--- config.mk ---
export PLATFORM = sky130hd
export DESIGN_NAME = mc_main_ctrl_flat
export DESIGN_NICKNAME = d
export VERILOG_FILES = /design/src/rtl/mc_main_ctrl_pkg.sv /design/src/rtl/mc_main_ctrl_if.sv /design/src/rtl/mc_main_ctrl_outdec.sv /design/src/rtl/mc_main_ctrl.sv /design/src/flat_wrapper.sv
export SDC_FILE = /design/constraint.sdc
export NUM_CORES = 1
export LEC_CHECK = 0
export CAP_MARGIN = 25
export CELL_PAD_IN_SITES_DETAIL_PLACEMENT = 1
export CELL_PAD_IN_SITES_GLOBAL_PLACEMENT = 2
export CORE_UTILIZATION = 24
export CTS_CLUSTER_SIZE = 8
export DETAILED_ROUTE_END_ITERATION = 8
export GPL_TIMING_DRIVEN = 0
export PLACE_DENSITY = 0.82
export SLEW_MARGIN = 20
export SYNTH_ARGS = -nofsm -noshare
export SYNTH_HDL_FRONTEND = slang
export SYNTH_HIERARCHICAL = 1
export SYNTH_SLANG_ARGS = --single-unit
--- constraint.sdc ---
create_clock -name clk -period 5.3 [get_ports clk]
set_clock_uncertainty 0.2 [all_clocks]
set_input_delay 1.59 -clock clk [delete_from_list [all_inputs] [get_ports clk]]
set_output_delay 1.59 -clock clk [all_outputs]
set_load 0.005 [all_outputs]
--- src/rtl/mc_main_ctrl_pkg.sv ---
// Shared encodings for the multi-cycle MIPS main controller.
// Opcodes, FSM states, mux selects and the control bundle.
package mips_mc_pkg;

  localparam logic [5:0] OP_RTYPE = 6'b000000;
  localparam logic [5:0] OP_LW    = 6'b100011;
  localparam logic [5:0] OP_SW    = 6'b101011;
  localparam logic [5:0] OP_BEQ   = 6'b000100;
  localparam logic [5:0] OP_J     = 6'b000010;
  localparam logic [5:0] OP_ADDI  = 6'b001000;

  localparam logic [1:0] ALUOP_ADD   = 2'b00;
  localparam logic [1:0] ALUOP_SUB   = 2'b01;
  localparam logic [1:0] ALUOP_FUNCT = 2'b10;

  localparam logic [1:0] ALU_SRC_B_REG   = 2'b00;
  localparam logic [1:0] ALU_SRC_B_FOUR  = 2'b01;
  localparam logic [1:0] ALU_SRC_B_IMM   = 2'b10;
  localparam logic [1:0] ALU_SRC_B_IMMSH = 2'b11;

  localparam logic [1:0] PC_SRC_ALU    = 2'b00;
  localparam logic [1:0] PC_SRC_ALUOUT = 2'b01;
  localparam logic [1:0] PC_SRC_JUMP   = 2'b10;

  typedef enum logic [3:0] {
    S_FETCH    = 4'd0,
    S_DECODE   = 4'd1,
    S_MEM_ADDR = 4'd2,
    S_MEM_RD   = 4'd3,
    S_MEM_WB   = 4'd4,
    S_MEM_WR   = 4'd5,
    S_R_EXEC   = 4'd6,
    S_R_WB     = 4'd7,
    S_BRANCH   = 4'd8,
    S_JUMP     = 4'd9,
    S_ADDI_EX  = 4'd10,
    S_ADDI_WB  = 4'd11,
    S_HALT     = 4'd15
  } state_t;

  typedef struct packed {
    logic       pc_write;
    logic       pc_write_cond;
    logic       iord;
    logic       mem_read;
    logic       mem_write;
    logic       mem_to_reg;
    logic       ir_write;
    logic       reg_dst;
    logic       reg_write;
    logic       alu_src_a;
    logic [1:0] alu_src_b;
    logic [1:0] alu_op;
    logic [1:0] pc_source;
    logic       instr_done;
  } ctrl_t;

  function automatic logic is_legal_op(input logic [5:0] op);
    return op inside {OP_RTYPE, OP_LW, OP_SW, OP_BEQ, OP_J, OP_ADDI};
  endfunction

endpackage

--- src/rtl/mc_main_ctrl_if.sv ---
// Controller <-> datapath bundle: opcode/mem_ready in, control out.
// master = controller side, slave = datapath side.
interface mc_main_ctrl_if #(
  parameter int STATE_W = 4
);
  logic [5:0]         opcode;
  logic               mem_ready;
  logic               pc_write;
  logic               pc_write_cond;
  logic               iord;
  logic               mem_read;
  logic               mem_write;
  logic               mem_to_reg;
  logic               ir_write;
  logic               reg_dst;
  logic               reg_write;
  logic               alu_src_a;
  logic [1:0]         alu_src_b;
  logic [1:0]         alu_op;
  logic [1:0]         pc_source;
  logic [STATE_W-1:0] state;
  logic               instr_done;
  logic               illegal_op;

  modport master (
    input  opcode, mem_ready,
    output pc_write, pc_write_cond, iord,
    output mem_read, mem_write, mem_to_reg,
    output ir_write, reg_dst, reg_write,
    output alu_src_a, alu_src_b, alu_op,
    output pc_source, state,
    output instr_done, illegal_op
  );

  modport slave (
    output opcode, mem_ready,
    input  pc_write, pc_write_cond, iord,
    input  mem_read, mem_write, mem_to_reg,
    input  ir_write, reg_dst, reg_write,
    input  alu_src_a, alu_src_b, alu_op,
    input  pc_source, state,
    input  instr_done, illegal_op
  );
endinterface

--- src/rtl/mc_main_ctrl_outdec.sv ---
// Moore control decode: state (+ gated mem_ready) -> control bundle.
// HALT and unused codes fall through to all-zero.
module mc_ctrl_outdec
  import mips_mc_pkg::*;
(
  input  state_t st,
  input  logic   ready,
  output ctrl_t  ctl
);

  always_comb begin
    ctl = '0;
    unique case (st)
      S_FETCH: begin
        ctl.mem_read  = 1'b1;
        ctl.alu_src_b = ALU_SRC_B_FOUR;
        ctl.alu_op    = ALUOP_ADD;
        ctl.ir_write  = ready;
        ctl.pc_write  = ready;
      end
      S_DECODE: ctl.alu_src_b = ALU_SRC_B_IMMSH;
      S_MEM_ADDR, S_ADDI_EX: begin
        ctl.alu_src_a = 1'b1;
        ctl.alu_src_b = ALU_SRC_B_IMM;
      end
      S_MEM_RD: begin
        ctl.mem_read = 1'b1;
        ctl.iord     = 1'b1;
      end
      S_MEM_WB: begin
        ctl.reg_write  = 1'b1;
        ctl.mem_to_reg = 1'b1;
        ctl.instr_done = 1'b1;
      end
      S_MEM_WR: begin
        ctl.mem_write  = 1'b1;
        ctl.iord       = 1'b1;
        ctl.instr_done = ready;
      end
      S_R_EXEC: begin
        ctl.alu_src_a = 1'b1;
        ctl.alu_op    = ALUOP_FUNCT;
      end
      S_R_WB: begin
        ctl.reg_write  = 1'b1;
        ctl.reg_dst    = 1'b1;
        ctl.instr_done = 1'b1;
      end
      S_BRANCH: begin
        ctl.alu_src_a     = 1'b1;
        ctl.alu_op        = ALUOP_SUB;
        ctl.pc_write_cond = 1'b1;
        ctl.pc_source     = PC_SRC_ALUOUT;
        ctl.instr_done    = 1'b1;
      end
      S_JUMP: begin
        ctl.pc_write   = 1'b1;
        ctl.pc_source  = PC_SRC_JUMP;
        ctl.instr_done = 1'b1;
      end
      S_ADDI_WB: begin
        ctl.reg_write  = 1'b1;
        ctl.instr_done = 1'b1;
      end
      default: ;
    endcase
  end

endmodule

--- src/rtl/mc_main_ctrl.sv ---
// Multi-cycle MIPS main control FSM: state register and next-state logic.
// Output decode lives in mc_ctrl_outdec.
module mc_main_ctrl
  import mips_mc_pkg::*;
#(
  parameter int STATE_W         = 4,
  parameter bit HALT_ON_ILLEGAL = 1'b0
) (
  input logic            clk,
  input logic            rst,
  mc_main_ctrl_if.master bus
);

  state_t st, nxt;
  ctrl_t  ctl;
  logic   ready;

  // rst forces FETCH, so masking ready kills its write enables
  assign ready = bus.mem_ready & ~rst;

  always_ff @(posedge clk or posedge rst) begin
    if (rst) st <= S_FETCH;
    else     st <= nxt;
  end

  always_comb begin
    nxt = S_FETCH;
    unique case (st)
      S_FETCH:    nxt = bus.mem_ready ? S_DECODE : S_FETCH;
      S_DECODE: begin
        unique case (1'b1)
          bus.opcode == OP_RTYPE: nxt = S_R_EXEC;
          bus.opcode == OP_LW,
          bus.opcode == OP_SW:    nxt = S_MEM_ADDR;
          bus.opcode == OP_BEQ:   nxt = S_BRANCH;
          bus.opcode == OP_J:     nxt = S_JUMP;
          bus.opcode == OP_ADDI:  nxt = S_ADDI_EX;
          default: nxt = HALT_ON_ILLEGAL ? S_HALT : S_FETCH;
        endcase
      end
      S_MEM_ADDR: nxt = (bus.opcode == OP_SW) ? S_MEM_WR : S_MEM_RD;
      S_MEM_RD:   nxt = bus.mem_ready ? S_MEM_WB : S_MEM_RD;
      S_MEM_WR:   nxt = bus.mem_ready ? S_FETCH : S_MEM_WR;
      S_R_EXEC:   nxt = S_R_WB;
      S_ADDI_EX:  nxt = S_ADDI_WB;
      S_HALT:     nxt = S_HALT;
      default:    nxt = S_FETCH;
    endcase
  end

  mc_ctrl_outdec u_outdec (
    .st    (st),
    .ready (ready),
    .ctl   (ctl)
  );

  assign bus.pc_write      = ctl.pc_write;
  assign bus.pc_write_cond = ctl.pc_write_cond;
  assign bus.iord          = ctl.iord;
  assign bus.mem_read      = ctl.mem_read;
  assign bus.mem_write     = ctl.mem_write;
  assign bus.mem_to_reg    = ctl.mem_to_reg;
  assign bus.ir_write      = ctl.ir_write;
  assign bus.reg_dst       = ctl.reg_dst;
  assign bus.reg_write     = ctl.reg_write;
  assign bus.alu_src_a     = ctl.alu_src_a;
  assign bus.alu_src_b     = ctl.alu_src_b;
  assign bus.alu_op        = ctl.alu_op;
  assign bus.pc_source     = ctl.pc_source;
  assign bus.instr_done    = ctl.instr_done;
  assign bus.state         = STATE_W'(st);
  assign bus.illegal_op    = (st == S_DECODE)
                           & ~is_legal_op(bus.opcode);

endmodule

--- src/flat_wrapper.sv ---
// flat-port wrapper written by rule: the top's interface ports become plain ports
module mc_main_ctrl_flat import mips_mc_pkg::*;
#(
  parameter int STATE_W         = 4,
  parameter bit HALT_ON_ILLEGAL = 1'b0
)
  (clk, rst, bus_opcode, bus_mem_ready, bus_pc_write, bus_pc_write_cond, bus_iord, bus_mem_read, bus_mem_write, bus_mem_to_reg, bus_ir_write, bus_reg_dst, bus_reg_write, bus_alu_src_a, bus_alu_src_b, bus_alu_op, bus_pc_source, bus_state, bus_instr_done, bus_illegal_op);
  mc_main_ctrl_if #(.STATE_W(STATE_W)) bus_i ();
  input logic clk;
  input logic rst;
  input wire logic [$bits(bus_i.opcode)-1:0] bus_opcode;
  input wire logic [$bits(bus_i.mem_ready)-1:0] bus_mem_ready;
  output wire logic [$bits(bus_i.pc_write)-1:0] bus_pc_write;
  output wire logic [$bits(bus_i.pc_write_cond)-1:0] bus_pc_write_cond;
  output wire logic [$bits(bus_i.iord)-1:0] bus_iord;
  output wire logic [$bits(bus_i.mem_read)-1:0] bus_mem_read;
  output wire logic [$bits(bus_i.mem_write)-1:0] bus_mem_write;
  output wire logic [$bits(bus_i.mem_to_reg)-1:0] bus_mem_to_reg;
  output wire logic [$bits(bus_i.ir_write)-1:0] bus_ir_write;
  output wire logic [$bits(bus_i.reg_dst)-1:0] bus_reg_dst;
  output wire logic [$bits(bus_i.reg_write)-1:0] bus_reg_write;
  output wire logic [$bits(bus_i.alu_src_a)-1:0] bus_alu_src_a;
  output wire logic [$bits(bus_i.alu_src_b)-1:0] bus_alu_src_b;
  output wire logic [$bits(bus_i.alu_op)-1:0] bus_alu_op;
  output wire logic [$bits(bus_i.pc_source)-1:0] bus_pc_source;
  output wire logic [$bits(bus_i.state)-1:0] bus_state;
  output wire logic [$bits(bus_i.instr_done)-1:0] bus_instr_done;
  output wire logic [$bits(bus_i.illegal_op)-1:0] bus_illegal_op;
  assign bus_i.opcode = bus_opcode;
  assign bus_i.mem_ready = bus_mem_ready;
  assign bus_pc_write = bus_i.pc_write;
  assign bus_pc_write_cond = bus_i.pc_write_cond;
  assign bus_iord = bus_i.iord;
  assign bus_mem_read = bus_i.mem_read;
  assign bus_mem_write = bus_i.mem_write;
  assign bus_mem_to_reg = bus_i.mem_to_reg;
  assign bus_ir_write = bus_i.ir_write;
  assign bus_reg_dst = bus_i.reg_dst;
  assign bus_reg_write = bus_i.reg_write;
  assign bus_alu_src_a = bus_i.alu_src_a;
  assign bus_alu_src_b = bus_i.alu_src_b;
  assign bus_alu_op = bus_i.alu_op;
  assign bus_pc_source = bus_i.pc_source;
  assign bus_state = bus_i.state;
  assign bus_instr_done = bus_i.instr_done;
  assign bus_illegal_op = bus_i.illegal_op;
  mc_main_ctrl #(.STATE_W(STATE_W), .HALT_ON_ILLEGAL(HALT_ON_ILLEGAL)) u_core (.clk(clk), .rst(rst), .bus(bus_i));
endmodule
==> flow_summary.json <==
{
  "status": "complete, no violations",
  "detail_route.vias_per_cell": 5.27,
  "drc": 0,
  "power_density_nw_per_um2": 420,
  "finalHoldViolCount": 0,
  "multi_input_area_sq_um": 510,
  "drive_above_1_share": 0.172,
  "leakage_uw": 0.000407,
  "end_kind": "output pin",
  "synth_top_flop_cell": "dfrtp_1",
  "layout.nets": 133,
  "drv_slew": 0,
  "hold_class": "reg -> reg",
  "drv_cap": 0,
  "ys_seq_area_frac": 0.141,
  "clk_pin_slew_ns": 0.04,
  "worstReg2RegEnd": "u_core/bus.state[0]",
  "postCtsSetupBuffers": 0,
  "ff_latch_area_sq_um": 100,
  "grt_max_degree": 12,
  "place_ws_ns": 0.101,
  "grt_usage": 0.132,
  "cp.required_ns": 3.51,
  "cts_sinks": 4,
  "ir_drop_uv": 183,
  "gr-total-overflow": 0,
  "fin_crit_ns": 5.17,
  "drtPass1Iterations": 2,
  "setup_viol": 0,
  "num_rows": 19,
  "synth_area_per_cell_sq_um": 7.88,
  "drt-total-wl_um": 2000,
  "cts_buffers": 3,
  "cts.htree.levels": 1,
  "ff2ff_path_depth": 4,
  "yosysWarnings": 6,
  "holdPathEnd": "u_core/bus.state[3]",
  "die-area_sq_um": 3180,
  "wl_per_cell_um": 13.1,
  "critPathArrivalTime_ns": 3.38,
  "design.core.area_sq_um": 2780,
  "die_w_um": 56.4,
  "cts_resized": 0,
  "synth_nets": 99,
  "async_reset_ff_frac": 1.00,
  "ys_ff_latch": 4,
  "start_util": 0.255,
  "grt_pass1_vias": 757,
  "yosysUniqueCellTypes": 39,
  "worstReg2RegStart": "u_core/bus.state[2]",
  "max_clock_freq_ghz": 0.193,
  "clock_path_buffers": 2,
  "gp_congestion": 0.807,
  "tritoncts": "built",
  "critPathMaxFanout": 6,
  "grt_pass1_wl_um": 3370,
  "netlist_area_sq_um": 709,
  "fin_util": 0.381,
  "min_from": "u_core/bus.state[1]",
  "worst_slew_pin_slew_ns": 0.449,
  "largest_reg_flops": 4,
  "setup.worst_path.class": "in -> out",
  "slew_headroom": 0.701,
  "dieHeight_um": 56.4,
  "startpoint_type": "input pin",
  "reg2reg_slack_ns": 3.67,
  "via_count": 806,
  "cts_hold_buf": 0,
  "dp_hpwl_um": 1560,
  "drtIter0Drc": 22,
  "area.growth.synth_to_final_pct": 49.6,
  "io_pins": 31,
  "fin_crit_sh": 0.976,
  "setup_slack_ns": 0.127,
  "port_buffers": 29,
  "rsz0062_at_grt": "false",
  "synth_edf_count": 0,
  "antenna_found_initial": 0,
  "finalSetupTns_ns": 0,
  "drtAntennaViolNets": 0,
  "diodes": 0,
  "cts_root_buf": "clkbuf_4",
  "hold_path_depth": 3,
  "fill_cells": 346,
  "syn_inst": 90,
  "clkLatencyLatePin_ns": 0.23
}
[cell usage after synthesis (2+ instances only)]
master    number  area [sq um]
inv_1          4          15.0
xnor2_1        2          17.5
nor2b_1        2          12.5
nand2b_1       4          25.0
nand3_1        5          25.0
dfrtp_1        4           100
nand4_1        4          25.0
buf_4          3          22.5
nor3b_1        4          30.0
nor2_1        11          41.3
nor4b_2        2          30.0
nor4b_4        2          47.6
nand2_1        5          18.8
a21oi_1        3          15.0
nor3_1         7          35.0
buf_6          5          56.3
[layer usage]
metal | part of all wire | up-vias | GRT usage
met4 | 0 | 0 | 0.0418
met5 | 0 | - | 0
li1 | - | 404 | -
met1 | 0.46 | 380 | 0.159
met3 | 0.049 | 0 | 0.0323
met2 | 0.49 | 22 | 0.228
[placed cells by master, fill, tap and decap left out, types with 3 or more instances in the layout]
cell type	instances
clkbuf_4	3
nor2_1	11
buf_6	5
dfrtp_1	4
nand2_1	5
nor3b_1	4
nand2b_1	4
nand4_1	4
nand3_1	5
buf_4	3
clkdlybuf4s50_1	29
a21oi_1	3
nor3_1	7
inv_1	4
[area by class of cell]
class | count | area share
plain buffers | 9 | 0.0790
repair buffers | 29 | 0.274
flip-flops and latches | 4 | 0.0943
inverters | 4 | 0.0142
clock buffers | 3 | 0.0212
multi-input cells | 73 | 0.481
well taps | 31 | 0.0366
[how the worst max path moves through the flow]
stage | startpoint | endpoint | slack [ns] | cells after the start
finish | bus_mem_ready | bus_pc_write | 0.13 | 7
global route | bus_mem_ready | bus_pc_write | 0.008 | 7
CTS | bus_mem_ready | bus_pc_write | 0.1 | 7
detailed placement | bus_mem_ready | bus_pc_write | 0.10 | 7
global placement | bus_mem_ready | bus_pc_write | 0.13 | 7
floorplan | bus_opcode[3] | bus_illegal_op | 1.30 | 4
[worst max-delay path: stages]
cell,delay (ns)
clkdlybuf4s50_1,0.57
inv_1,0.11
nor2_1,0.19
nor3b_1,0.20
a21oi_1,0.06
nor3_1,0.13
clkdlybuf4s50_1,0.53
[through the flow]
stage / hold WS, ns / cell area [sq um] / power [uW] / std cells
2_1_floorplan: 0.487 / 709 / 268 / 90
3_3_place_gp: 0.551 / 1040 / 407 / 150
3_5_place_dp: 0.539 / 1040 / 413 / 150
4_1_cts: 0.546 / 1060 / 452 / 153
5_1_grt: 0.595 / 1060 / 486 / 153
6_report: 0.543 / 1060 / 445 / 153
[logic make-up after synthesis]
group | count (synthesis) | synth area share
AO/OA/AOI/OAI | 17 | 0.187
buffers and inverters | 13 | 0.139
XOR/XNOR | 3 | 0.0370
AND/OR/NAND/NOR | 53 | 0.496
flip-flops | 4 | 0.141
[power by group]
part	switching, uW	internal (uW)
registers	19.5	40.8
logic	152	196
clock network	11.7	25.3
No activity file was read; power rests on OpenSTA's default activity.
